--- config.mk ---
export PLATFORM = sky130hd
export DESIGN_NAME = lfsr_seq_ctrl
export DESIGN_NICKNAME = d
export VERILOG_FILES = /design/src/rtl/lfsr_seq_ctrl.sv
export SDC_FILE = /design/constraint.sdc
export NUM_CORES = 1
export LEC_CHECK = 0
export CORE_ASPECT_RATIO = 1.5
export CORE_MARGIN = 5
export CORE_UTILIZATION = 40
export DETAILED_ROUTE_END_ITERATION = 10
export PLACE_DENSITY_LB_ADDON = 0.05
export RECOVER_POWER = 50
export SETUP_SLACK_MARGIN = 0.5
export SLEW_MARGIN = 20
export SYNTH_ARGS = -nofsm -noshare
export SYNTH_HDL_FRONTEND = slang
export SYNTH_SLANG_ARGS = --single-unit
--- constraint.sdc ---
create_clock -name clk -period 2.4 [get_ports clk]
set_input_delay 0.48 -clock clk [delete_from_list [all_inputs] [get_ports clk]]
set_output_delay 0.48 -clock clk [all_outputs]
set_load 0.03 [all_outputs]
--- src/rtl/lfsr_seq_ctrl.sv ---
// Sequencer for an 8-bit serial-output LFSR: seed load, fixed run,
// serial drain into a parallel word, done/err report.
module lfsr_seq_ctrl #(
    parameter int WIDTH      = 8,
    parameter int RUN_CYCLES = 10,
    parameter int TIMEOUT    = 16
) (
    input  logic             clk,
    input  logic             rst,
    input  logic             start,
    input  logic [WIDTH-1:0] seed,
    input  logic             abort,
    output logic             busy,
    output logic             done,
    output logic             err,
    output logic [WIDTH-1:0] result,
    output logic [WIDTH-1:0] lfsr_seed,
    output logic             lfsr_load,
    output logic             lfsr_enable,
    output logic             lfsr_out_enable,
    input  logic             lfsr_out,
    input  logic             lfsr_valid
);

    localparam int BW = (WIDTH > 1) ? $clog2(WIDTH) : 1;
    localparam int RW = (RUN_CYCLES > 1) ? $clog2(RUN_CYCLES) : 1;
    localparam int TW = (TIMEOUT > 1) ? $clog2(TIMEOUT) : 1;

    localparam logic [BW-1:0] BIT_LAST = BW'(WIDTH - 1);
    localparam logic [RW-1:0] RUN_LAST = RW'(RUN_CYCLES - 1);
    localparam logic [TW-1:0] TO_LAST  = TW'(TIMEOUT - 1);

    typedef enum logic [2:0] {
        IDLE,
        LOAD,
        RUN,
        DRAIN,
        DONE
    } state_t;

    state_t          state;
    logic [BW-1:0]   bit_cnt;
    logic [RW-1:0]   run_cnt;
    logic [TW-1:0]   to_cnt;

    always_ff @(posedge clk or posedge rst) begin
        if (rst) begin
            state           <= IDLE;
            busy            <= 1'b0;
            done            <= 1'b0;
            err             <= 1'b0;
            result          <= '0;
            lfsr_seed       <= '0;
            lfsr_load       <= 1'b0;
            lfsr_enable     <= 1'b0;
            lfsr_out_enable <= 1'b0;
            bit_cnt         <= '0;
            run_cnt         <= '0;
            to_cnt          <= '0;
        end else begin
            done      <= 1'b0;
            lfsr_load <= 1'b0;
            // abort wins over every other transition, including start
            if (abort) begin
                state           <= IDLE;
                busy            <= 1'b0;
                lfsr_enable     <= 1'b0;
                lfsr_out_enable <= 1'b0;
            end else begin
                unique case (state)
                    IDLE: begin
                        if (start) begin
                            lfsr_seed <= seed;
                            result    <= '0;
                            err       <= 1'b0;
                            busy      <= 1'b1;
                            lfsr_load <= 1'b1;
                            state     <= LOAD;
                        end
                    end
                    LOAD: begin
                        run_cnt     <= '0;
                        lfsr_enable <= 1'b1;
                        state       <= RUN;
                    end
                    RUN: begin
                        if (run_cnt == RUN_LAST) begin
                            lfsr_enable     <= 1'b0;
                            lfsr_out_enable <= 1'b1;
                            bit_cnt         <= '0;
                            to_cnt          <= '0;
                            state           <= DRAIN;
                        end else begin
                            run_cnt <= run_cnt + 1'b1;
                        end
                    end
                    DRAIN: begin
                        if (lfsr_valid) begin
                            result[bit_cnt] <= lfsr_out;
                            to_cnt          <= '0;
                            if (bit_cnt == BIT_LAST) begin
                                err             <= 1'b0;
                                done            <= 1'b1;
                                lfsr_out_enable <= 1'b0;
                                state           <= DONE;
                            end else begin
                                bit_cnt <= bit_cnt + 1'b1;
                            end
                        end else if (to_cnt == TO_LAST) begin
                            err             <= 1'b1;
                            done            <= 1'b1;
                            lfsr_out_enable <= 1'b0;
                            state           <= DONE;
                        end else begin
                            to_cnt <= to_cnt + 1'b1;
                        end
                    end
                    DONE: begin
                        busy  <= 1'b0;
                        state <= IDLE;
                    end
                    default: begin
                        busy  <= 1'b0;
                        state <= IDLE;
                    end
                endcase
            end
        end
    end

endmodule

### After elaboration in Yosys (flattened, before gate mapping)

Cells that the tools add are included.

| storage, ports and cells | value |
|---|---|
| bits in registers | 36 |
| bits in latches | 0 |
| RAM bits | 0 |
| bits in read-only memories | 0 |
| input bits | 14 |
| output and inout port bits | 22 |
| word-level logic and storage cells | 102 |
| memories | 0 |

| cells by class | value |
|---|---|
| add/sub/neg operators | 3 |
| multiply operators | 0 |
| divide/modulo/power cells | 0 |
| order comparisons | 2 |
| eq/ne operators | 19 |
| shifts and indexed selects | 0 |
| mux-type cells | 47 |
| bitwise logic cells | 1 |
| reduce and logical (&&, ||, !) cells | 18 |

Operators by type and width:

| operator | number |
|---|---|
| $mux W3 | 9 |
| $mux W1 | 21 |
| $mux W4 | 4 |
| $mux W8 | 2 |
| $pmux W4 S2 | 2 |
| $pmux W8 S2 | 1 |
| $reduce_and A4 Y1 | 4 |
| $ne A3 B3 Y1 const B | 5 |
| $pmux W3 S4 | 1 |
| $ne A2 B2 Y1 const B | 5 |
| $reduce_and A5 Y1 | 2 |
| $add A4 B1 Y4 const B | 2 |
| $bwmux W8 | 1 |
| $eq A4 B4 Y1 const B | 2 |
| $ne A4 B4 Y1 const B | 2 |
| $pmux W1 S2 | 4 |
| $eq A3 B2 Y1 const B | 2 |
| $pmux W3 S2 | 1 |
| $reduce_and A3 Y1 | 2 |
| $reduce_bool A2 Y1 | 3 |
| $reduce_bool A3 Y1 | 2 |
| $lt A3 B4 Y1 const B | 1 |
| $reduce_and A2 Y1 | 2 |
| $add A3 B1 Y3 const B | 1 |
| 9 further kinds | 9 |

### Longest topological paths before layout

| depth | value |
|---|---|
| depth in word-level cells | 7 |
| gate-level depth with buffers | 5 |
| mapped depth without buffers | 5 |

### Least setup slack after synthesis

OpenSTA, ideal clock, no wires.

| timing | value |
|---|---|
| path kind | reg-to-reg |
| start | register run_cnt[1] |
| end | register bit_cnt[0] |
| setup time | 0.128 ns |
| arrival time | 1.523 ns |
| data required time | 2.272 ns |
| slack | 0.749 ns |
| stages on the path, launching flop included | 6 |
| path buffers | 0 |
| clock period less this slack | 1.651 ns |
| cells stage by stage | dfrtp_1 > inv_1 > ha_1 > nor4bb_1 > o211a_1 > mux2_1 |

| on the way | value |
|---|---|
| longest elaborated chain between the ends | 3 |

RTL lines:

| what | RTL line | text |
|---|---|---|
| from (decl) | 43 | `logic [RW-1:0] run_cnt;` |
| from (signal assigned) | 94 | `run_cnt <= run_cnt + 1'b1;` |
| $eq A4 B4 Y1 | 87 | `if (run_cnt == RUN_LAST) begin` |
| $ne A2 B2 Y1 (no source line) | n/a |  |
| $reduce_and A5 Y1 (no source line) | n/a |  |
| to (signal assigned) | 107 | `bit_cnt <= bit_cnt + 1'b1;` |
| to (decl) | 42 | `logic [BW-1:0] bit_cnt;` |

Every way passes these cells.
A chain may end at the register's enable or synchronous reset.

### Final worst setup path

| timing | value |
|---|---|
| start | register bit_cnt[0] |
| end | register bit_cnt[0] |

| on the way | value |
|---|---|
| longest elaborated chain between the ends | 4 |
| elaborated cells on any way between the ends | 7 |
| classes of those cells | add/sub (1); eq/ne (2); mux (3); reduce/logical (1) |

RTL lines:

| what | RTL line | text |
|---|---|---|
| $add A3 B1 Y3 | 107 |  |
| $mux W3 | 101 | `if (bit_cnt == BIT_LAST) begin` |
| $mux W3 | 98 | `if (lfsr_valid) begin` |
| $pmux W3 S2 | 70 | `unique case (state)` |

Parallel ways exist; a longest one is shown, timed or not. The select of a mux whose other input is x is not followed.

==> flow_summary.ini <==
[floorplan]
initial_core_util = 0.416
die_h_um = 97.0
die-area_um2 = 6600
die_x_um = 68.0
rows = 31
core-area_um2 = 4850
ioPinCount = 36

[global_routing]
grtUsageTotal = 0.154
overflow = 0
grt_util_met2 = 0.267
grt_pass1_wl_um = 7880
grt_pass1_vias = 1684
grt-busiest-layer = met2
grt_antenna_before_repair = 0
use_met1 = 0.179
met3_usage = 0.0359
grt_max_degree = 37

[routing]
wl_um = 4820
vias_per_cell = 5.56
first_pass_iters = 5
vias = 1630
ant_nets = 0
routedWlPerCell_um = 16.4
drtIter0Drc = 86
drc = 0

[worst_setup_path]
critical_path_required_ps = 2570
path_buf_inv = 0
path_class = register to register
slowest_delay_ps = 510
path_cells = ha_1 > ha_1 > and3b_1 > o211a_1 > mux2_1
cp_top_family = flip-flops
crit_slowest_cell = dfrtp_1
crit_path_start_kind = register
path_max_fanout = 13
crit_path_end_kind = register
crit_arrival_ps = 2130
path_common_cell = ha_1

[cts]
ctsHoldBuffers = 0
cts_max_level = 2
clk_pin_slew_ps = 70
cts_tree = done
cts_made_buffers = 5
cts.sinks = 36
clk_latency_ps = 290
cts_setup_buffers = 0
root_buffer = clkbuf_8
clock_path_buffers = 2

[sta]
rsz0062_at_grt = no
fin_setup_tns_ps = 0
slew_headroom = 0.384
whs_ps = 483
finClkSkew_ps = 10.8
fin_crit_ps = 1960
fmax_mhz = 511
setup_violations = 0
fin_crit_sh = 0.816
worst_pin_slew_ps = 923
hold_viol = 0
maxSlewViolCount = 0

[logic_synthesis]
synth.cell_area_um2 = 2020
synthFlopType = dfrtp_1
yosys-top-cells-area = dfrtp_1 (45%), mux2_2 (4.5%), ha_1 (3.7%), inv_1 (3.3%), nand2_1 (3.2%)
synth_cell_types = 51
synth_area_leader_cell = dfrtp_1
synthesis.nets = 212
yosys_warnings = 0
async_flop_share = 1.00
synth.top_cell.area_share = 0.446
syn_inst = 192
avgSynthCellArea_um2 = 10.5
synth_edf_count = 0
ys_seq_area_frac = 0.446
ys_seq_elements = 36

[run]
drv_cap = 0

[layout]
nFillCells = 467
syn2layout_area_growth_pct = 23.9
fin_area_um2 = 2500
final_nets = 246
drive_above_1_share = 0.145
diodes = 0
final_cell_count_no_fill = 293

[worst_hold_path]
hp-class = register to register

[pwr]
power-per-cell-area_nw_per_um2 = 727
leakagePower_nw = 1.02
peakVddDrop_uv = 390

[placement]
portBuffers = 35
placed_cell_area_um2 = 2400
routabilityCongestion = 0.840
post-place-cells = 285
hpwl_um = 3500

[run_status]
outcome = completed
## layer usage
layer,part of all wire,up-vias
li1,-,771
met1,0.40,802
met2,0.53,50
met3,0.051,7
met4,0.018,0
met5,0,-
## layout make-up
class	count	area [µm²]	area share
clock buffers	6	82.6	0.0330
clock inverters	2	10.0	0.00400
inverters	18	67.6	0.0270
multi-input cells	125	975	0.390
flip-flops and latches	36	902	0.361
well taps	66	82.6	0.0330
repair buffers	40	382	0.153
## stage by stage
step / setup slack (ps) / util / power [mW]
2_1_floorplan: 749 / - / 1.14
4_1_cts: 537 / 0.518 / 1.83
3_3_place_gp: 318 / 0.495 / 1.33
5_1_grt: 367 / 0.516 / 1.91
6_report: 442 / 0.516 / 1.82
3_5_place_dp: 249 / 0.495 / 1.36
## cell usage after synthesis, drive strengths merged, types with 5 or more instances
cell    number
nand3        5
o221ai       5
inv         18
buf          9
o21ai        6
mux2         9
dfrtp       36
nand2       18
a21oi        7
ha           6
## flip-flops by register name, summed over array words and instances, names as in the netlist
register         cells
lfsr_out_enable      1
bit_cnt              3
state                3
result               8
lfsr_load            1
busy                 1
to_cnt               4
lfsr_enable          1
done                 1
lfsr_seed            8
run_cnt              4
err                  1
## where the power goes
group,switching [mW],total (mW),internal (mW)
logic,0.315,0.569,0.254
registers,0.0920,0.790,0.698
clock network,0.229,0.459,0.229
total,0.636,1.82,1.18
## worst register-to-register path, stage by stage (launching register included)
cell     delay, ps
dfrtp_1        510
ha_1           290
ha_1           220
and3b_1        220
o211a_1        270
mux2_1         340
## worst paths after layout
path	slack, ps	cells after the start	start	end
hold / removal	480	2	busy	busy
min in group asynchronous	900	3	rst	err
hold reg to reg	480	2	busy	busy
setup / recovery	440	5	bit_cnt[0]	bit_cnt[0]
max in group asynchronous	880	3	rst	state[1]
setup reg to reg	440	5	bit_cnt[0]	bit_cnt[0]
## cell usage in the layout (no fill, tap or decap), types with 2 or more instances in the layout
cell type,netlist,layout
a211oi_1,2,2
a21oi_1,6,6
a221oi_2,4,4
a31oi_1,3,3
a41oi_1,3,3
and3_1,2,2
and3b_1,3,3
buf_4,3,3
clkbuf_8,0,6
clkdlybuf4s50_1,0,33
clkinv_2,0,2
dfrtp_1,36,35
dlygate4sd3_1,0,2
ha_1,6,6
inv_1,18,18
mux2_2,8,8
mux2i_1,4,4
nand2_1,17,18
nand2b_1,3,3
nand3_1,4,4
nand3b_1,4,4
nand4_1,2,2
nand4b_1,2,3
nor2_1,4,4
nor2b_1,3,3
nor3_1,2,2
o211ai_1,3,3
o21ai_0,6,6
o221ai_1,5,5
o22ai_1,3,3
o32ai_1,3,3
or3b_1,3,2
## cell families after synthesis
| family | count (synthesis) | synth area share |
|---|---|---|
| adder cells (fa/ha/maj) | 6 | 0.0372 |
| AND/OR/NAND/NOR | 62 | 0.196 |
| AO/OA/AOI/OAI | 44 | 0.174 |
| multiplexers | 13 | 0.0701 |
| flip-flops | 36 | 0.446 |
| buffers and inverters | 31 | 0.0762 |
## repair_timing
item,4_1_cts,5_1_grt
pin swaps,1,0
gates resized for setup,3,5
endpoints found under the setup margin,1,7
cloned,0,0
No activity file was read; power rests on OpenSTA's default activity.
